===== config.mk =====
export PLATFORM = sky130hd
export DESIGN_NAME = pipeline_hazard_ctrl
export DESIGN_NICKNAME = d
export VERILOG_FILES = /design/src/rtl/pipeline_hazard_ctrl.sv
export SDC_FILE = /design/constraint.sdc
export NUM_CORES = 1
export LEC_CHECK = 0
export BUFFER_PORTS_ARGS = -buffer_cell sky130_fd_sc_hd__buf_2
export CAP_MARGIN = 5
export CORE_MARGIN = 3
export CORE_UTILIZATION = 40
export CTS_BUF_LIST = sky130_fd_sc_hd__clkbuf_4 sky130_fd_sc_hd__clkbuf_8
export DETAILED_ROUTE_END_ITERATION = 10
export PLACE_DENSITY = 0.71
export SETUP_SLACK_MARGIN = 0.02
export SLEW_MARGIN = 5
export SYNTH_ARGS = -nofsm -noshare
export SYNTH_HDL_FRONTEND = slang
export SYNTH_SLANG_ARGS = --single-unit

===== constraint.sdc =====
create_clock -name clk -period 5.9 [get_ports clk]
set_clock_uncertainty 0.15 [all_clocks]
set_input_delay 0.885 -clock clk [delete_from_list [all_inputs] [get_ports clk]]
set_output_delay 0.885 -clock clk [all_outputs]
set_load 0.01 [all_outputs]

===== src/rtl/pipeline_hazard_ctrl.sv =====
// rtl/pipeline_hazard_ctrl.sv - stall/flush sequencer for a 5-stage RV32I pipeline
// Memory stalls outrank redirects, which outrank load-use stalls; counters saturate.
module pipeline_hazard_ctrl #(
  parameter int MEM_TIMEOUT = 16,
  parameter int CNT_W       = 32
) (
  input  logic             clk,
  input  logic             rst_n,
  input  logic [4:0]       rs1_id,
  input  logic [4:0]       rs2_id,
  input  logic             uses_rs1_id,
  input  logic             uses_rs2_id,
  input  logic [4:0]       rd_ex,
  input  logic             mem_read_ex,
  input  logic             branch_taken_mem,
  input  logic             jump_mem,
  input  logic             mem_read_mem,
  input  logic             mem_write_mem,
  input  logic             dmem_ack,
  output logic             pc_en,
  output logic             if_id_en,
  output logic             id_ex_en,
  output logic             ex_mem_en,
  output logic             mem_wb_en,
  output logic             if_id_flush,
  output logic             id_ex_flush,
  output logic             ex_mem_flush,
  output logic             mem_wb_flush,
  output logic             dmem_req,
  output logic             mem_err,
  output logic [CNT_W-1:0] stall_cnt,
  output logic [CNT_W-1:0] flush_cnt
);

  localparam int WW = $clog2(MEM_TIMEOUT);
  localparam logic [WW-1:0] WAIT_LAST = WW'(MEM_TIMEOUT - 1);

  typedef enum logic {RUN = 1'b0, MEM_WAIT = 1'b1} state_t;

  state_t        state;
  logic [WW-1:0] wait_cnt;
  logic          mem_op;
  logic          in_wait;
  logic          mem_stall;
  logic          timeout;
  logic          redirect;
  logic          load_use;

  always_comb begin
    mem_op    = mem_read_mem | mem_write_mem;
    in_wait   = (state == MEM_WAIT);
    timeout   = in_wait && !dmem_ack && (wait_cnt == WAIT_LAST);
    // wait_cnt stays 0 in RUN, so the first stalled cycle enters MEM_WAIT at 1
    mem_stall = !dmem_ack && ((!in_wait && mem_op) || (in_wait && (wait_cnt != WAIT_LAST)));
    redirect  = !mem_stall && (branch_taken_mem || jump_mem);
    load_use  = !mem_stall && !redirect && mem_read_ex && (rd_ex != 5'd0) &&
                ((uses_rs1_id && (rs1_id == rd_ex)) || (uses_rs2_id && (rs2_id == rd_ex)));

    // Gating with rst_n makes every control output drop the moment reset asserts
    pc_en        = rst_n && !mem_stall && !load_use;
    if_id_en     = rst_n && !mem_stall && !load_use;
    id_ex_en     = rst_n && !mem_stall;
    ex_mem_en    = rst_n && !mem_stall;
    mem_wb_en    = rst_n;
    if_id_flush  = rst_n && redirect;
    id_ex_flush  = rst_n && (redirect || load_use);
    ex_mem_flush = rst_n && redirect;
    mem_wb_flush = rst_n && mem_stall;
    dmem_req     = rst_n && (in_wait || mem_op);
  end

  always_ff @(posedge clk or negedge rst_n) begin
    if (!rst_n) begin
      state     <= RUN;
      wait_cnt  <= '0;
      mem_err   <= 1'b0;
      stall_cnt <= '0;
      flush_cnt <= '0;
    end else begin
      if (mem_stall) begin
        state    <= MEM_WAIT;
        wait_cnt <= wait_cnt + 1'b1;
      end else begin
        state    <= RUN;
        wait_cnt <= '0;
      end
      if (timeout) begin
        mem_err <= 1'b1;
      end
      if (!pc_en && (stall_cnt != '1)) begin
        stall_cnt <= stall_cnt + 1'b1;
      end
      if (redirect && (flush_cnt != '1)) begin
        flush_cnt <= flush_cnt + 1'b1;
      end
    end
  end

endmodule


==> flow_summary_export.csv <==
group,metric,value,unit
status,status,"finished, final reports clean",
route,dr.pass1.iters,4,
timing,fmax,0.2941,GHz
floorplanning,rows,33,
clock_network,cts_resized,0,
route,dr_total_vias,2703,
timing,hold_viol,0,
logic_synthesis,ys_types,42,
route,drt-total-wl,7.780,mm
clock_network,clockBufferDepth,2,
worst_setup_path,arrival,2.37,ns
job,drv_cap,0,
final_layout,nets,453,
logic_synthesis,syn_avg_cell_area,10.78,um2
final_layout,diodes,0,
final_layout,area_growth_syn_to_layout,21.34,%
timing,finalMaxSlewViolations,0,
placement,place.gp.congestion,0.7801,
clock_network,cts_tree,"done",
global_route,first_global_vias,2682,
worst_setup_path,worst-setup-path-type,"in2out",
route,drc,0,
final_layout,n_fill_cell,780,
min_path,hold_path_class,"reg2reg",
timing,rsz0062_at_grt,"false",
logic_synthesis,synth_area,3483,um2
worst_setup_path,cp_max_fo,6,
global_route,grt_max_degree,74,
floorplanning,die_h,99.32,um
worst_setup_path,rr_worst_depth,8,
timing,worstMarginPinSlew,0.9012,ns
route,top_layer_used,"met4",
global_route,grtUsageTotal,16.15,%
timing,finalCritPeriodShare,57.63,%
floorplanning,ioPinCount,100,
logic_synthesis,synth_edf_count,0,
logic_synthesis,ys.flop_type,"dfrtp_1",
floorplanning,dieWidth,99.32,um
timing,setup-tns-final,0,ns
logic_synthesis,synthCells,323,
clock_network,cts_buffers,9,
floorplanning,dieArea,9864,um2
timing,final-setup-viol-count,0,
power,p_leak,0.002102,uW
worst_setup_path,crit_path_frequent_cell,"buf_2",
clock_network,cts_setup_buffers,0,
min_path,whs_path_depth,1,
logic_synthesis,ys_seq_area_share,50.29,%
global_route,grt_pass1_wl,12.78,mm
worst_setup_path,cpMaxStageDelayCell,"or3_1",
placement,dp_hpwl,5.739,mm
clock_network,htree_levels,3,
route,wl_met2,3.760,mm
timing,max_slew_margin,39.92,%
clock_network,cts.root.buffer_cell,"clkbuf_8",
route,wl_met1,3.561,mm
worst_setup_path,cp.buffers_inverters,2,
worst_setup_path,cp_num_cells,6,
global_route,antenna_found_initial,0,
global_route,grt.overflow.total,0,
worst_setup_path,cp_slowest_stage_delay,0.42,ns
clock_network,clock_latency,0.34,ns
logic_synthesis,yosysWarningCount,0,
clock_network,ctsHoldBuffers,0,
route,drtAntennaViolNets,0,
logic_synthesis,ys_ff_latch,70,
route,first_iter_violations,66,
power,ir_drop,0.1489,mV
worst_setup_path,cp-end-kind,"output pin",
route,routedWlPerCell,14.54,um
clock_network,clk_pin_slew,0.07,ns
worst_setup_path,cp-start-kind,"input port",
placement,port_buffers,99,
worst_setup_path,reg2reg_setup_slack,3.15,ns
worst_setup_path,cp_top_family,"simple AND/OR/NAND/NOR gates",
power,total_power,1197,uW
logic_synthesis,async_flop_share,100.0,%
final_layout,drive_gt1_share,30.47,%
clock_network,cts_num_sinks,70,
timing,fin_crit,3.400,ns
logic_synthesis,syn_nets,351,
floorplanning,core,8341,um2
route,viasPerCell,5.052,
floorplanning,floorplan.initialDensity,41.76,%
worst_setup_path,critPathRequiredTime,4.87,ns
route,routed-wl-met3,294,um
worst_setup_path,crit_path_cell_trace,"buf_2 > or3_1 > nand3_1 > nand2_1 > a31oi_1 > buf_2",
power,powerDensity,283.2,nW/um2
==> cell type report <==
cell class | instances | area (um2) | share of cell area [%]
flip-flops and latches | 70 | 1752 | 41.44
multi-input cells | 236 | 1620 | 38.34
clock buffers | 13 | 172.7 | 4.085
clock inverters | 3 | 17.52 | 0.4144
inverters | 8 | 30.03 | 0.7105
well taps | 105 | 131.4 | 3.108
repair buffers | 100 | 503.0 | 11.90
==> report_power, final <==
part / leakage (uW) / internal [uW] / switching (uW)
sequential: 0.000911 / 535 / 64.9
combinational: 0.00109 / 104 / 127
clock: 0.0000988 / 191 / 175
total: 0.00210 / 830 / 367
==> through the flow <==
stage                     worst slack, ns  hold slack [ns]  util, %  cells  cell area [um2]
after global placement              2.544           0.3074    48.39    519             4036
after detailed placement            2.511           0.3106    48.39    519             4036
after CTS                           2.499           0.3284    50.68    535             4227
after global routing                2.414           0.3541    50.68    535             4227
final                               2.500           0.3280    50.68    535             4227
after floorplan                     2.693           0.2831        -    323             3483
==> registers in the layout, indices dropped and copies added, names as in the netlist <==
register   flops
in_wait        1
stall_cnt     32
flush_cnt     32
mem_err        1
wait_cnt       4
==> synthesized netlist by cell type (all sizes together), types with 2 or more instances <==
cell type  count  area share, %
nor2          14            1.5
xor2          26            6.5
nor3          12            2.2
a31oi          2           0.36
inv            8           0.86
nand4         18            3.4
and2           7            1.3
nand2         35            3.8
or4            2           0.54
nor4           9            2.0
a21oi          3           0.43
nand3         21            3.2
buf            8            2.2
and4          12            3.1
dfrtp         70             50
xnor2         48             12
and3          13            2.4
ha             3            1.1
==> worst paths after layout <==
check / from / endpoint
min in group asynchronous: rst_n / stall_cnt[18]$_DFFE_PN0P_
worst max-delay path: mem_write_mem / if_id_en
worst max register to register: wait_cnt[0]$_DFF_PN0_ / stall_cnt[6]$_DFFE_PN0P_
max in group asynchronous: rst_n / mem_err$_DFFE_PN0P_
worst min-delay path: wait_cnt[0]$_DFF_PN0_ / wait_cnt[0]$_DFF_PN0_
worst min register to register: wait_cnt[0]$_DFF_PN0_ / wait_cnt[0]$_DFF_PN0_
==> per-layer routing <==
metal / vias to the layer above / global-route usage [%]
li1: 1324 / -
met1: 1302 / 21.19
met2: 65 / 26.19
met3: 12 / 2.665
met4: 0 / 7.458
met5: - / 0
==> cell usage in the layout (no fill, tap or decap), drive strengths merged, types with 3 or more instances in the layout <==
master,count
and2,7
xor2,26
buf,100
and3,13
xnor2,48
inv,8
nor2,14
and4,12
nor4,9
clkbuf,13
nand2,35
nand3,21
nor3,12
nand4,18
a21oi,3
dfrtp,70
ha,3
==> cell families after synthesis <==
kind of cell    share of synthesized area, %
fa+ha+maj                              1.078
buf+inv                                3.197
xor+xnor                               18.61
simple gates                           24.75
mux                                   0.3233
flops                                  50.29
compound gates                         1.760
No activity file was read; power rests on OpenSTA's default activity.
